--- src/rtl/mmio_io_bridge.sv ---
// mmio_io_bridge: memory-mapped I/O bridge between the processor data port,
// the dmem RAM and the game peripherals (output coordinates, PS2 key FIFO,
// free-running tick counter).
// Optional feature macro: MMIO_VSYNC_LATCH_EN (frame-synchronous output update).
module mmio_io_bridge #(
  parameter int ADDR_W    = 12,
  parameter int DATA_W    = 32,
  parameter int IO_BASE   = 2000,
  parameter int NUM_OUT   = 4,
  parameter int OUT_W     = 10,
  parameter int KEY_DEPTH = 8
) (
  input  logic                     clock,
  input  logic                     reset,
  input  logic [ADDR_W-1:0]        address_dmem,
  input  logic [DATA_W-1:0]        data,
  input  logic                     wren,
  input  logic                     rden,
  input  logic [DATA_W-1:0]        q_ram,
  output logic                     ram_wren,
  output logic [DATA_W-1:0]        q_dmem,
  input  logic                     ps2_key_pressed,
  input  logic [7:0]               ps2_key_data,
  input  logic                     frame_sync,
  output logic [NUM_OUT*OUT_W-1:0] out_regs,
  output logic                     key_ready
);

  localparam int PTR_W = (KEY_DEPTH > 1) ? $clog2(KEY_DEPTH) : 1;
  localparam int CNT_W = PTR_W + 1;
  localparam logic [ADDR_W-1:0] BASE_A     = ADDR_W'(IO_BASE);
  localparam logic [ADDR_W-1:0] OFF_STATUS = ADDR_W'(NUM_OUT);
  localparam logic [ADDR_W-1:0] OFF_KEY    = ADDR_W'(NUM_OUT + 1);
  localparam logic [ADDR_W-1:0] OFF_TICKS  = ADDR_W'(NUM_OUT + 2);

  // Address decode
  logic              w_is_io;
  logic [ADDR_W-1:0] w_off;
  logic              w_io_wr;
  logic              w_io_rd;

  assign w_is_io  = (address_dmem >= BASE_A);
  assign w_off    = address_dmem - BASE_A;
  assign w_io_wr  = wren & w_is_io;
  assign w_io_rd  = rden & w_is_io;
  assign ram_wren = wren & ~w_is_io;

  // Key FIFO state
  logic [7:0]       r_mem [KEY_DEPTH];
  logic [PTR_W-1:0] r_wr_ptr;
  logic [PTR_W-1:0] r_rd_ptr;
  logic [CNT_W-1:0] r_count;
  logic             r_ovf;
  logic             r_kp_prev;
  logic [31:0]      r_ticks;
  logic             r_is_io_q;
  logic [DATA_W-1:0] r_io_rdata_q;

  logic w_empty, w_full, w_push_ev, w_pop, w_push, w_ovf_set, w_ovf_clr;
  logic [7:0]  w_head;
  logic [7:0]  w_cnt8;
  logic [15:0] w_status;

  assign w_empty   = (r_count == '0);
  assign w_full    = (r_count == CNT_W'(KEY_DEPTH));
  assign w_push_ev = ps2_key_pressed & ~r_kp_prev;
  // A pop only happens on a real KEY_DATA load with something to return
  assign w_pop     = w_io_rd & (w_off == OFF_KEY) & ~w_empty;
  // When full, a same-cycle pop frees the slot the push lands in
  assign w_push    = w_push_ev & (~w_full | w_pop);
  assign w_ovf_set = w_push_ev & w_full & ~w_pop;
  assign w_ovf_clr = w_io_wr & (w_off == OFF_STATUS);
  assign w_head    = r_mem[r_rd_ptr];
  assign w_cnt8    = 8'(r_count);
  assign w_status  = {w_cnt8, 6'b0, r_ovf, ~w_empty};
  assign key_ready = ~w_empty;

  // Output coordinate registers; w_view is what a processor read sees
  logic [NUM_OUT*OUT_W-1:0] w_view;

`ifdef MMIO_VSYNC_LATCH_EN
  logic r_fs_prev;
  logic w_fs_rise;
  logic w_unused;
  assign w_fs_rise = frame_sync & ~r_fs_prev;
  assign w_unused  = ^data;

  // Frame-sync edge detector
  always_ff @(posedge clock or posedge reset) begin
    if (reset) r_fs_prev <= 1'b0;
    else       r_fs_prev <= frame_sync;
  end
`else
  logic w_unused;
  assign w_unused = ^{frame_sync, data};
`endif

  genvar gi;
  generate
    for (gi = 0; gi < NUM_OUT; gi++) begin : g_out
      logic             w_out_wr;
      logic [OUT_W-1:0] r_out;
      assign w_out_wr = w_io_wr & (w_off == ADDR_W'(gi));
      assign out_regs[gi*OUT_W +: OUT_W] = r_out;
`ifdef MMIO_VSYNC_LATCH_EN
      logic [OUT_W-1:0] r_shadow;
      assign w_view[gi*OUT_W +: OUT_W] = r_shadow;
      // Writes land in the shadow; the visible copy follows at a frame boundary
      always_ff @(posedge clock or posedge reset) begin
        if (reset) begin
          r_shadow <= '0;
          r_out    <= '0;
        end else begin
          if (w_out_wr)  r_shadow <= data[OUT_W-1:0];
          if (w_fs_rise) r_out    <= r_shadow;
        end
      end
`else
      assign w_view[gi*OUT_W +: OUT_W] = r_out;
      // Writes update the visible coordinate immediately
      always_ff @(posedge clock or posedge reset) begin
        if (reset)         r_out <= '0;
        else if (w_out_wr) r_out <= data[OUT_W-1:0];
      end
`endif
    end
  endgenerate

  // Key byte storage (no reset: contents are only meaningful via the pointers)
  always_ff @(posedge clock) begin
    if (w_push) r_mem[r_wr_ptr] <= ps2_key_data;
  end

  // FIFO pointers, occupancy, sticky overflow and key edge detect
  always_ff @(posedge clock or posedge reset) begin
    if (reset) begin
      r_wr_ptr  <= '0;
      r_rd_ptr  <= '0;
      r_count   <= '0;
      r_ovf     <= 1'b0;
      r_kp_prev <= 1'b0;
    end else begin
      r_kp_prev <= ps2_key_pressed;
      if (w_push) r_wr_ptr <= r_wr_ptr + 1'b1;
      if (w_pop)  r_rd_ptr <= r_rd_ptr + 1'b1;
      if (w_push & ~w_pop)      r_count <= r_count + 1'b1;
      else if (~w_push & w_pop) r_count <= r_count - 1'b1;
      // A new overflow outranks a same-cycle clear
      if (w_ovf_set)      r_ovf <= 1'b1;
      else if (w_ovf_clr) r_ovf <= 1'b0;
    end
  end

  // Free-running cycle counter
  always_ff @(posedge clock or posedge reset) begin
    if (reset) r_ticks <= '0;
    else       r_ticks <= r_ticks + 32'd1;
  end

  // I/O read mux, sampling pre-edge state of every register
  logic [DATA_W-1:0] w_io_rdata;
  always_comb begin
    w_io_rdata = '0;
    for (int i = 0; i < NUM_OUT; i++) begin
      if (w_off == ADDR_W'(i)) w_io_rdata = DATA_W'(w_view[i*OUT_W +: OUT_W]);
    end
    if (w_off == OFF_STATUS) w_io_rdata = DATA_W'(w_status);
    if (w_off == OFF_KEY)    w_io_rdata = w_empty ? '0 : DATA_W'(w_head);
    if (w_off == OFF_TICKS)  w_io_rdata = DATA_W'(r_ticks);
  end

  // One-cycle read pipeline to match the synchronous dmem
  always_ff @(posedge clock or posedge reset) begin
    if (reset) begin
      r_is_io_q    <= 1'b0;
      r_io_rdata_q <= '0;
    end else begin
      r_is_io_q    <= w_is_io;
      r_io_rdata_q <= w_io_rdata;
    end
  end

  assign q_dmem = r_is_io_q ? r_io_rdata_q : q_ram;

endmodule

--- config.mk ---
export PLATFORM = sky130hd
export DESIGN_NAME = mmio_io_bridge
export DESIGN_NICKNAME = d
export VERILOG_FILES = /design/src/rtl/mmio_io_bridge.sv
export SDC_FILE = /design/constraint.sdc
export NUM_CORES = 1
export LEC_CHECK = 0
export BUFFER_PORTS_ARGS = -buffer_cell sky130_fd_sc_hd__buf_2
export CELL_PAD_IN_SITES_DETAIL_PLACEMENT = 1
export CELL_PAD_IN_SITES_GLOBAL_PLACEMENT = 2
export CORE_ASPECT_RATIO = 1.4
export CORE_UTILIZATION = 41
export CTS_CLUSTER_DIAMETER = 50
export DETAILED_ROUTE_END_ITERATION = 7
export PLACE_DENSITY = 0.86
export SYNTH_ARGS = -nofsm -noshare
export SYNTH_HDL_FRONTEND = slang
export SYNTH_SLANG_ARGS = --single-unit
export TNS_END_PERCENT = 10
--- constraint.sdc ---
create_clock -name clock -period 5.7 [get_ports clock]
set_input_delay 0.57 -clock clock [delete_from_list [all_inputs] [get_ports clock]]
set_output_delay 0.57 -clock clock [all_outputs]
set_load 0.01 [all_outputs]
==> results by group, run 1 <==
Routing
  • DR WL/cell: 20.3 um
  • TritonRoute pass-1 iters: 4
  • Starting DRC count in detailed routing: 206
  • Total routed wirelength: 19,100 um
  • Vias/cell: 5.41
  • Antenna Nets Post-Route: 0
  • Vias: 5,081
  • DRC: 0

Layout
  • Layout cells sized above 1: 43.8%
  • Area growth, synth to finish: 20.1%
  • N_diodes: 0
  • Nets: 776
  • FILL cells: 1,950
  • Fin area: 9600 sq um

Worst setup path
  • Crit path arrival time: 3.72 ns
  • Endpoint type of the worst setup path: flop
  • Crit Path Class: primary input to flop
  • CP Data Required Time: 6.05 ns
  • CP Launch Type: primary input
  • CP Max Fanout: 17

STA
  • Slew HR: 34.9%
  • # setup viols final: 0
  • RSZ-0062 raised after global routing: false
  • Slew @ Worst Pin: 0.977 ns
  • Fin crit share: 59.0%
  • Hold Fails Final Rpt: 0
  • Post-Route Skew: 0.0115 ns
  • Slew Viols, Final: 0
  • WHS: 0.190 ns
  • Fmax: 0.297 GHz
  • Min cycle time layout: 3.36 ns
  • Post-Route Setup TNS: 0 ns

Synth
  • Fraction of registers with async set/reset: 64.6%
  • Prevailing post-synth register cell: dfrtp_1
  • Synthesis-stage register bit count: 181
  • Synth warn: 0
  • Mean Syn Cell Area: 15.0 sq um
  • Yosys cell types: 50
  • Post-Syn Instances: 531
  • EDFF count, synth: 64
  • Sequential-to-total area share from yosys stat: 60.7%
  • Post-Syn Nets: 628
  • Mapped cell area: 7990 sq um

Placement
  • Final Wtd Congestion: 0.756
  • Post-Place Cell Area: 9030 sq um
  • # port buffers: 140
  • Placed wire-length estimate: 13,500 um

Die
  • FP Rows: 60
  • Initial core utilization: 41.7%
  • Io pins: 164
  • Core area: 19,100 sq um
  • Die Wd: 120 um
  • Die H: 167 um
  • Die area: 20,100 sq um

Clock network
  • Root Buffer: clkbuf_16
  • Clock Latency Late Sink: 0.43 ns
  • Clk sink count: 181
  • H-Tree Depth: 4
  • CTS resizes: 0
  • CTS tree: built
  • Cts hold-fix bufs: 0
  • Clk buf depth: 2
  • Post-CTS Setup Bufs: 0
  • Number of buffers created by CTS: 17
  • Clk pin slew, worst setup/hold paths: 0.07 ns

GRT
  • Pin count of the biggest net entering global routing: 76
  • First-pass GRT wire length: 30,500 um
  • GRT Util Overall: 20.2%
  • Vias in the first global route: 5,540
  • Initial antenna violation count: 0
  • Gr ovfl total: 0

Run
  • Max_cap viols: 0

Power and ir drop
  • PD cells: 302 nW/um^2
  • Static leakage: 4.23 nW
  • Maximum VDD drop: 268 uV

Status
  • Status: completed

Hold path
  • Hold Crit Class: primary input to async pin
==> flip-flops by register name (all words and copies together) (netlist names), 3 cells and up <==
register and count:
g_out.r_out 40, r_count 4, r_io_rdata_q 32, r_mem 64, r_rd_ptr 3, r_ticks 32
r_wr_ptr 3
==> worst paths after layout <==
check,end,slack [ns],cells past startpoint,start
max,r_count[3],2.34,12,address_dmem[5]
min,g_out[3].r_out[2],0.19,2,reset
max reg2reg,r_count[3],2.90,10,r_count[2]
min reg2reg,r_ticks[31],0.48,1,r_ticks[31]
max in group asynchronous,r_io_rdata_q[3],4.20,3,reset
min in group clock,r_kp_prev,0.32,1,ps2_key_pressed
==> final cells by class <==
type / instances / area (sq um) / share of cell area, %
clock buffers: 18 / 429 / 4.47
clock inverters: 14 / 136 / 1.42
multi-input cells: 317 / 3040 / 31.7
well taps: 248 / 310 / 3.23
inverters: 10 / 40.0 / 0.417
flip-flops and latches: 181 / 4850 / 50.5
repair buffers: 152 / 791 / 8.24
==> worst max-delay path, stage by stage <==
cell and delay, ns:
buf_2 0.11, or4b_4 0.56, or3_1 0.68, nor3b_1 0.37, nand2_1 0.09, ha_1 0.19, inv_1 0.14, ha_1 0.26
a21o_1 0.17, a21oi_1 0.17, mux2i_1 0.24, xnor2_1 0.14
==> cells in the mapped netlist (3+ instances only) <==
master	n	share of area, %
nand2b_1	5	0.39
a31oi_1	3	0.23
buf_1	6	0.28
nand3_1	11	0.69
dfrtp_1	117	37
and3_1	4	0.31
mux4_2	23	6.5
nor2_1	14	0.66
o2bb2ai_1	3	0.33
and4_1	3	0.33
mux2i_1	8	1.0
clkbuf_1	13	0.61
nor3b_1	7	0.66
ha_1	6	0.94
nand4_1	14	1.1
nor4_1	9	0.70
xor2_1	9	0.99
nand4b_1	3	0.33
nor2b_1	5	0.39
nor3_1	9	0.56
a221o_1	6	0.75
edfxtp_1	64	24
nand2_1	14	0.66
xnor2_1	28	3.1
and2_1	22	1.7
inv_1	10	0.47
mux2_2	84	12
buf_2	3	0.19
nor4_4	3	0.80
==> kinds of logic after synthesis <==
group / after synthesis / synth area share, %
DFF: 181 / 60.7
and+or+nand+nor: 132 / 10.4
muxes: 115 / 19.3
xor gates and xnor gates: 37 / 4.06
buffers and inverters: 33 / 1.69
AOI/OAI and AO/OA: 26 / 2.62
adders and majority gates: 7 / 1.19
==> cell usage in the layout (no fill, tap or decap), types with 17 or more instances in the layout <==
cell,Yosys,routed
buf_2,3,140
dfrtp_1,117,117
mux2_2,84,84
edfxtp_1,64,64
xnor2_1,28,28
mux4_2,23,23
and2_1,22,22
clkbuf_16,0,17
==> report_power, final <==
part	total, W	internal [W]	switching (W)
combinational	0.000302	0.000134	0.000168
clock	0.00111	0.000579	0.000536
sequential	0.00148	0.00142	0.0000602
==> per-layer routing <==
metal,share of wire [%],track usage (%),vias up
met3,3.9,3.71,34
met2,54,35.7,137
met5,0,0,-
met4,3.4,9.78,0
met1,39,23.3,2621
li1,-,-,2289
==> stage by stage <==
stage | total power, W | utilization [%] | setup WS, ns | cells
floorplan | 0.00167 | - | 2.03 | 531
global placement | 0.00178 | 47.2 | 1.97 | 908
detailed placement | 0.00180 | 47.2 | 1.87 | 908
CTS | 0.00292 | 50.1 | 2.33 | 940
global route | 0.00300 | 50.1 | 2.14 | 940
finish | 0.00289 | 50.1 | 2.34 | 940
No activity file was read; power rests on OpenSTA's default activity.
==> run 2, diff against run 1 <==
--- a/config.mk
+++ b/config.mk
@@ -9,10 +9,10 @@
 export CELL_PAD_IN_SITES_DETAIL_PLACEMENT = 1
 export CELL_PAD_IN_SITES_GLOBAL_PLACEMENT = 2
 export CORE_ASPECT_RATIO = 1.4
-export CORE_UTILIZATION = 41
+export CORE_UTILIZATION = 38
 export CTS_CLUSTER_DIAMETER = 50
 export DETAILED_ROUTE_END_ITERATION = 7
-export PLACE_DENSITY = 0.86
+export PLACE_DENSITY = 0.8
 export SYNTH_ARGS = -nofsm -noshare
 export SYNTH_HDL_FRONTEND = slang
 export SYNTH_SLANG_ARGS = --single-unit
==> constraint.sdc (replaced) <==
create_clock -name clock -period 3.1 [get_ports clock]
set_input_delay 0.31 -clock clock [delete_from_list [all_inputs] [get_ports clock]]
set_output_delay 0.31 -clock clock [all_outputs]
set_load 0.01 [all_outputs]
==> run 2 against run 1 <==
Net effect: sequential share of layout area fell by 0.70 points; first-iteration DRC count decreased by 0.97%; critical path type unchanged; final area rose by 1.4%; sequential power rose by 83%; critical endpoint unchanged; register-to-register slack worse by 2.4 ns; largest cell class unchanged; sequential cell count is the same; non-clock buffer count rose by 18; setup slack worse by 1.9 ns; routed wire length increased by 4.2%.
==> results by group, run 2 (same netlist as run 1, synthesis figures left out) <==
Worst setup path
  • FF-to-FF Start: r_count[3] (was r_count[2])
  • CP Max Fanout: 4 (was 17)
  • CP Data Required Time: 3.45 ns (was 6.05 ns)
  • Flop-to-flop setup slack: 0.53 ns (was 2.90 ns)
  • Critical Path, Cell by Cell: buf_2, or4b_4, or3_1, nor3b_1, nand2_1, ha_1, inv_1, ha_1, a21o_1, a21oi_1, mux2i_1, xnor2_1 (unchanged)
  • R2R depth: 10 (unchanged)
  • Crit path arrival time: 3.00 ns (was 3.72 ns)
  • CP dominant cell by count: ha_1 (unchanged)
  • Crit-path slowest cell: or4b_4 (was or3_1)
  • Slowest stage delay, CP: 0.57 ns (was 0.68 ns)
  • Crit Path Class: primary input to flop (unchanged)
  • CP Launch Type: primary input (unchanged)
  • FF-to-FF End: r_count[3] (unchanged)
  • Endpoint type of the worst setup path: flop (unchanged)

STA
  • Slew Viols, Final: 0 (unchanged)
  • Min cycle time layout: 2.65 ns
  • Post-Route Skew: 0.00847 ns (was 0.0115 ns)
  • Final setup margin: 0.450 ns (was 2.34 ns)
  • Slew @ Worst Pin: 0.957 ns (was 0.977 ns)
  • Hold Fails Final Rpt: 0 (unchanged)
  • Fin crit share: 85.5%
  • Fmax: 0.377 GHz
  • RSZ-0062 raised after global routing: false (unchanged)
  • Slew HR: 35.4% (was 34.9%)
  • # setup viols final: 0 (unchanged)

Clock network
  • Clk buf depth: 2 (unchanged)
  • Cts hold-fix bufs: 0 (unchanged)
  • CTS resizes: 0 (unchanged)
  • Post-CTS Setup Bufs: 0 (unchanged)
  • Clock Latency Late Sink: 0.43 ns (about the same)
  • Number of buffers created by CTS: 17 (unchanged)
  • Root Buffer: clkbuf_16 (unchanged)
  • H-Tree Depth: 4 (unchanged)
  • CTS tree: built (unchanged)
  • Clk pin slew, worst setup/hold paths: 0.07 ns (about the same)
  • Clk sink count: 181 (unchanged)

Power and ir drop
  • Static leakage: 4.33 nW (was 4.23 nW)
  • PD cells: 552 nW/um^2 (was 302 nW/um^2)
  • Maximum VDD drop: 345 uV (was 268 uV)

GRT
  • Vias in the first global route: 5,724 (was 5,540)
  • First-pass GRT wire length: 32,000 um (was 30,500 um)
  • Initial antenna violation count: 0 (unchanged)
  • Pin count of the biggest net entering global routing: 118 (was 76)
  • GRT Util Overall: 19.4% (was 20.2%)
  • Gr ovfl total: 0 (unchanged)

Placement
  • Placed wire-length estimate: 14,300 um (was 13,500 um)
  • Final Wtd Congestion: 0.755 (was 0.756)
  • # port buffers: 140 (unchanged)
  • Pre-CTS WS: 0.00158 ns (was 1.87 ns)
  • Post-Place Cell Area: 9160 sq um (was 9030 sq um)

Die
  • Core area: 20,600 sq um (was 19,100 sq um)
  • Die Wd: 125 um (was 120 um)
  • Io pins: 164 (unchanged)
  • FP Rows: 62 (was 60)
  • Die H: 174 um (was 167 um)
  • Die area: 21,600 sq um (was 20,100 sq um)
  • Initial core utilization: 38.9% (was 41.7%)

Layout
  • Top reg by flops: r_mem (unchanged)
  • Multi-input logic area: 3010 sq um (was 3040 sq um)
  • Layout cells sized above 1: 44.5% (was 43.8%)
  • Most common cell after layout, fill and taps aside: buf_2 (unchanged)
  • Fin area: 9730 sq um (was 9600 sq um)
  • Biggest regs: r_mem (64), g_out.r_out (40) (unchanged)
  • FILL cells: 2,088 (was 1,950)
  • N_diodes: 0 (unchanged)
  • Nets: 794 (was 776)
  • Reg area: 4850 sq um (unchanged)
  • Area growth, synth to finish: 21.8% (was 20.1%)
  • Most frequent cells in the layout: buf_2, dfrtp_1, mux2_2 (unchanged)
  • Largest register FFs: 64 (unchanged)

Hold path
  • Hold Crit Class: primary input to async pin (unchanged)

Routing
  • DRC: 0 (unchanged)
  • Vias: 5,051 (was 5,081)
  • Antenna Nets Post-Route: 0 (unchanged)
  • TritonRoute pass-1 iters: 4 (unchanged)
  • Total routed wirelength: 19,900 um (was 19,100 um)
  • Starting DRC count in detailed routing: 204 (was 206)
  • DR WL/cell: 20.6 um (was 20.3 um)
  • Vias/cell: 5.23 (was 5.41)

Status
  • Status: completed (unchanged)

Run
  • Max_cap viols: 0 (unchanged)
## run 2: layout make-up
class	count	share of cell area (%)
flip-flops and latches	181	49.8
multi-input cells	317	30.9
clock inverters	11	1.21
clock buffers	21	4.67
repair buffers	170	9.64
well taps	256	3.29
inverters	10	0.424
## run 2: stage by stage
step / util [%] / hold WS (ns) / std cells / setup TNS [ns] / total power [W]
floorplan: - / 0.341 / 531 / -0.131 / 0.00307
global placement: 44.6 / 0.454 / 934 / 0 / 0.00328
detailed placement: 44.6 / 0.474 / 934 / 0 / 0.00332
CTS: 47.3 / 0.0500 / 966 / 0 / 0.00543
global route: 47.3 / 0.0550 / 966 / 0 / 0.00557
finish: 47.3 / 0.0569 / 966 / 0 / 0.00537
## run 2: per-layer routing
metal | wire length [um] | track usage (%) | up-vias
met5 | 0 | 0 | -
met4 | 552 | 8.08 | 0
met3 | 628 | 3.67 | 36
met2 | 10900 | 35.5 | 127
met1 | 7830 | 22.0 | 2563
li1 | - | - | 2325
## run 2: how the worst max path moves through the flow
stage | endpoint | cells past startpoint | slack [ns] | start
2_1_floorplan | r_count[3] | 12 | -0.13 | address_dmem[5]
3_3_place_gp | r_count[3] | 12 | 0.05 | address_dmem[5]
3_5_place_dp | r_count[3] | 12 | 0.002 | address_dmem[5]
4_1_cts | r_count[3] | 12 | 0.45 | address_dmem[5]
5_1_grt | r_count[3] | 12 | 0.31 | address_dmem[5]
6_report | r_count[3] | 12 | 0.45 | address_dmem[5]
## run 2: power breakdown
group | leakage [nW] | internal, W | switching, W
logic | 1.87 | 0.000255 | 0.000302
registers | 2.17 | 0.00261 | 0.000106
clock network | 0.280 | 0.00116 | 0.000938
total | 4.33 | 0.00402 | 0.00135
## run 2: critical path, delay by kind of cell
| kind | cells | cell delay (ns) |
|---|---|---|
| fa+ha+maj | 2 | 0.46 |
| compound gates | 2 | 0.34 |
| simple gates | 4 | 1.29 |
| mux | 1 | 0.23 |
| xor+xnor | 1 | 0.14 |
| buf+inv | 2 | 0.24 |
==> run 3, diff against run 2 <==
==> config.mk (replaced) <==
export PLATFORM = sky130hd
export DESIGN_NAME = mmio_io_bridge
export DESIGN_NICKNAME = d
export VERILOG_FILES = /design/src/rtl/mmio_io_bridge.sv
export SDC_FILE = /design/constraint.sdc
export NUM_CORES = 1
export LEC_CHECK = 0
export BUFFER_PORTS_ARGS = -buffer_cell sky130_fd_sc_hd__buf_2
export CELL_PAD_IN_SITES_DETAIL_PLACEMENT = 0
export CELL_PAD_IN_SITES_GLOBAL_PLACEMENT = 1
export CORE_ASPECT_RATIO = 1.4
export CORE_UTILIZATION = 45
export CTS_CLUSTER_DIAMETER = 50
export DETAILED_ROUTE_END_ITERATION = 7
export PLACE_DENSITY_LB_ADDON = 0.1
export SYNTH_ARGS = -nofsm -noshare
export SYNTH_HDL_FRONTEND = slang
export SYNTH_SLANG_ARGS = --single-unit
export TNS_END_PERCENT = 50
==> run 3 against run 2 <==
Net effect: final area up 0.13%; critical path type unchanged; final cell count down 2.1%; combinational power down 1%; via count down 2.4%; fmax up 4.7%; sequential share of layout area down 0.064 points; critical endpoint unchanged; critical path depth unchanged; die area down 15%.
==> results by group, run 3 (same netlist as run 1, synthesis figures left out) <==
Clock network
  • Clk sink count: 181 (unchanged)
  • CTS resizes: 0 (unchanged)
  • Root Buffer: clkbuf_16 (unchanged)
  • Number of buffers created by CTS: 17 (unchanged)
  • Clock Latency Late Sink: 0.42 ns (was 0.43 ns)
  • CTS tree: built (unchanged)
  • Clk buf depth: 2 (unchanged)
  • H-Tree Depth: 4 (unchanged)
  • Clk pin slew, worst setup/hold paths: 0.06 ns (was 0.07 ns)
  • Post-CTS Setup Bufs: 0 (unchanged)

Worst setup path
  • Endpoint type of the worst setup path: flop (unchanged)
  • Crit path arrival time: 2.88 ns (was 3.00 ns)
  • FF-to-FF Start: r_count[3] (unchanged)
  • Crit Path Class: primary input to flop (unchanged)
  • Crit path launch: address_dmem[5] (unchanged)
  • CP Max Fanout: 4 (unchanged)
  • CP Launch Type: primary input (unchanged)
  • CP Data Required Time: 3.44 ns (was 3.45 ns)

Layout
  • Finished Core Util: 56.2% (was 47.3%)
  • Nets: 795 (was 794)
  • Most common cell after layout, fill and taps aside: buf_2 (unchanged)
  • Area growth, synth to finish: 22.0% (was 21.8%)
  • N_diodes: 0 (unchanged)
  • Biggest regs: r_mem (64), g_out.r_out (40) (unchanged)
  • Layout cells sized above 1: 44.6% (was 44.5%)
  • Top reg by flops: r_mem (unchanged)
  • Post-route insts no fill: 946 (was 966)
  • Most frequent cells in the layout: buf_2, dfrtp_1, mux2_2 (unchanged)
  • Largest register FFs: 64 (unchanged)
  • FILL cells: 1,451 (was 2,088)

STA
  • # setup viols final: 0 (unchanged)
  • Slew HR: 39.9% (was 35.4%)
  • Min cycle time layout: 2.53 ns (was 2.65 ns)
  • RSZ-0062 raised after global routing: false (unchanged)
  • Slew @ Worst Pin: 0.889 ns (was 0.957 ns)
  • Fin crit share: 81.7% (was 85.5%)
  • Post-Route Skew: 0.00725 ns (was 0.00847 ns)
  • Slew Viols, Final: 0 (unchanged)
  • Fmax: 0.395 GHz (was 0.377 GHz)
  • Hold Fails Final Rpt: 0 (unchanged)

Routing
  • Antenna Nets Post-Route: 0 (unchanged)
  • Vias/cell: 5.21 (was 5.23)
  • DRC: 0 (unchanged)
  • TritonRoute pass-1 iters: 4 (unchanged)
  • Vias: 4,928 (was 5,051)
  • DR WL/cell: 18.5 um (was 20.6 um)
  • Starting DRC count in detailed routing: 200 (was 204)
  • Total routed wirelength: 17,500 um (was 19,900 um)

GRT
  • Pin count of the biggest net entering global routing: 89 (was 118)
  • Initial antenna violation count: 0 (unchanged)
  • GRT Util Overall: 20.5% (was 19.4%)
  • Gr ovfl total: 0 (unchanged)
  • First-pass GRT wire length: 27,800 um (was 32,000 um)
  • Vias in the first global route: 5,105 (was 5,724)

Power and ir drop
  • Maximum VDD drop: 380 uV (was 345 uV)
  • Static leakage: 4.35 nW (was 4.33 nW)
  • Post-layout power: 0.00542 W (was 0.00537 W)
  • PD cells: 556 nW/um^2 (was 552 nW/um^2)

Placement
  • Placed instance count: 914 (was 934)
  • Final Wtd Congestion: 0.766 (was 0.755)
  • # port buffers: 140 (unchanged)
  • Placed wire-length estimate: 12,700 um (was 14,300 um)

Die
  • FP Rows: 57 (was 62)
  • Io pins: 164 (unchanged)
  • Die Wd: 115 um (was 125 um)
  • Initial core utilization: 46.1% (was 38.9%)
  • Core area: 17,300 sq um (was 20,600 sq um)
  • Die H: 160 um (was 174 um)
  • Die area: 18,300 sq um (was 21,600 sq um)

Status
  • Status: completed (unchanged)

Run
  • Max_cap viols: 0 (unchanged)

Hold path
  • Min-delay src: ps2_key_pressed
  • Hold Crit Class: primary input to flop (was primary input to async pin)
run 3: cell types whose count changed in the layout (fill, tap and decap cells not counted), sizes merged:
cell | before | now
inv | 15 | 11
clkinv | 3 | 5
bufinv | 1 | 2
clkbuf | 21 | 20
clkinvlp | 2 | 3
dlygate4sd3 | 0 | 1
run 3: what timing repair did:
item                       in CTS  in global routing
setup endpoints to repair       0                  0
hold endpoints to repair       29                  0
hold buffers                    1                  0
run 3: metrics by stage:
step           hold slack, ns  setup slack, ns  instance area (sq um)  TNS, ns
4_1_cts                0.0452            0.566                   9740        0
3_3_place_gp            0.430            0.141                   9130        0
2_1_floorplan           0.341           -0.131                   7990   -0.131
6_report               0.0652            0.568                   9740        0
3_5_place_dp            0.446            0.124                   9130        0
5_1_grt                0.0558            0.341                   9740        0
run 3: critical path, cell delays in order:
cell and delay, ns:
buf_2 0.11, or4b_4 0.55, or3_1 0.35, nor3b_1 0.26, nand2_1 0.09, ha_1 0.20, inv_1 0.08, ha_1 0.22
a21o_1 0.18, a21oi_1 0.17, mux2i_1 0.23, xnor2_1 0.13
run 3: cell type report:
class                      count  area (sq um)  area share [%]
sequential                   181          4850            49.8
clock inverter                11           121            1.25
inverter                      10          41.3           0.424
multi-input combinational    317          3010            30.9
tap                          236           295            3.03
clock buffer                  20           478            4.91
timing repair buffer         171           948            9.73
run 3: power by group:
| part | leakage, nW | total (W) | internal (W) | switching [W] |
|---|---|---|---|---|
| clock network | 0.294 | 0.00216 | 0.00127 | 0.000890 |
| logic | 1.88 | 0.000551 | 0.000259 | 0.000292 |
| registers | 2.17 | 0.00270 | 0.00261 | 0.0000982 |
| total | 4.35 | 0.00542 | 0.00414 | 0.00128 |
run 3: path summary, 6_finish.rpt:
check	endpoint	slack [ns]	cells after the start
setup reg to reg	r_count[3]	0.61	10
setup / recovery	r_count[3]	0.57	12
max in group asynchronous	r_ticks[21]	1.69	4
min in group asynchronous	g_out[0].r_out[8]	0.53	3
hold / removal	r_kp_prev	0.07	1
hold reg to reg	r_ticks[31]	0.48	1
run 3: per-layer routing:
layer / vias up / GRT usage (%) / wire (um)
met2: 119 / 34.5 / 8960
met1: 2465 / 26.3 / 7560
met3: 24 / 3.98 / 674
li1: 2320 / - / -
met5: - / 0 / 0
met4: 0 / 7.32 / 321
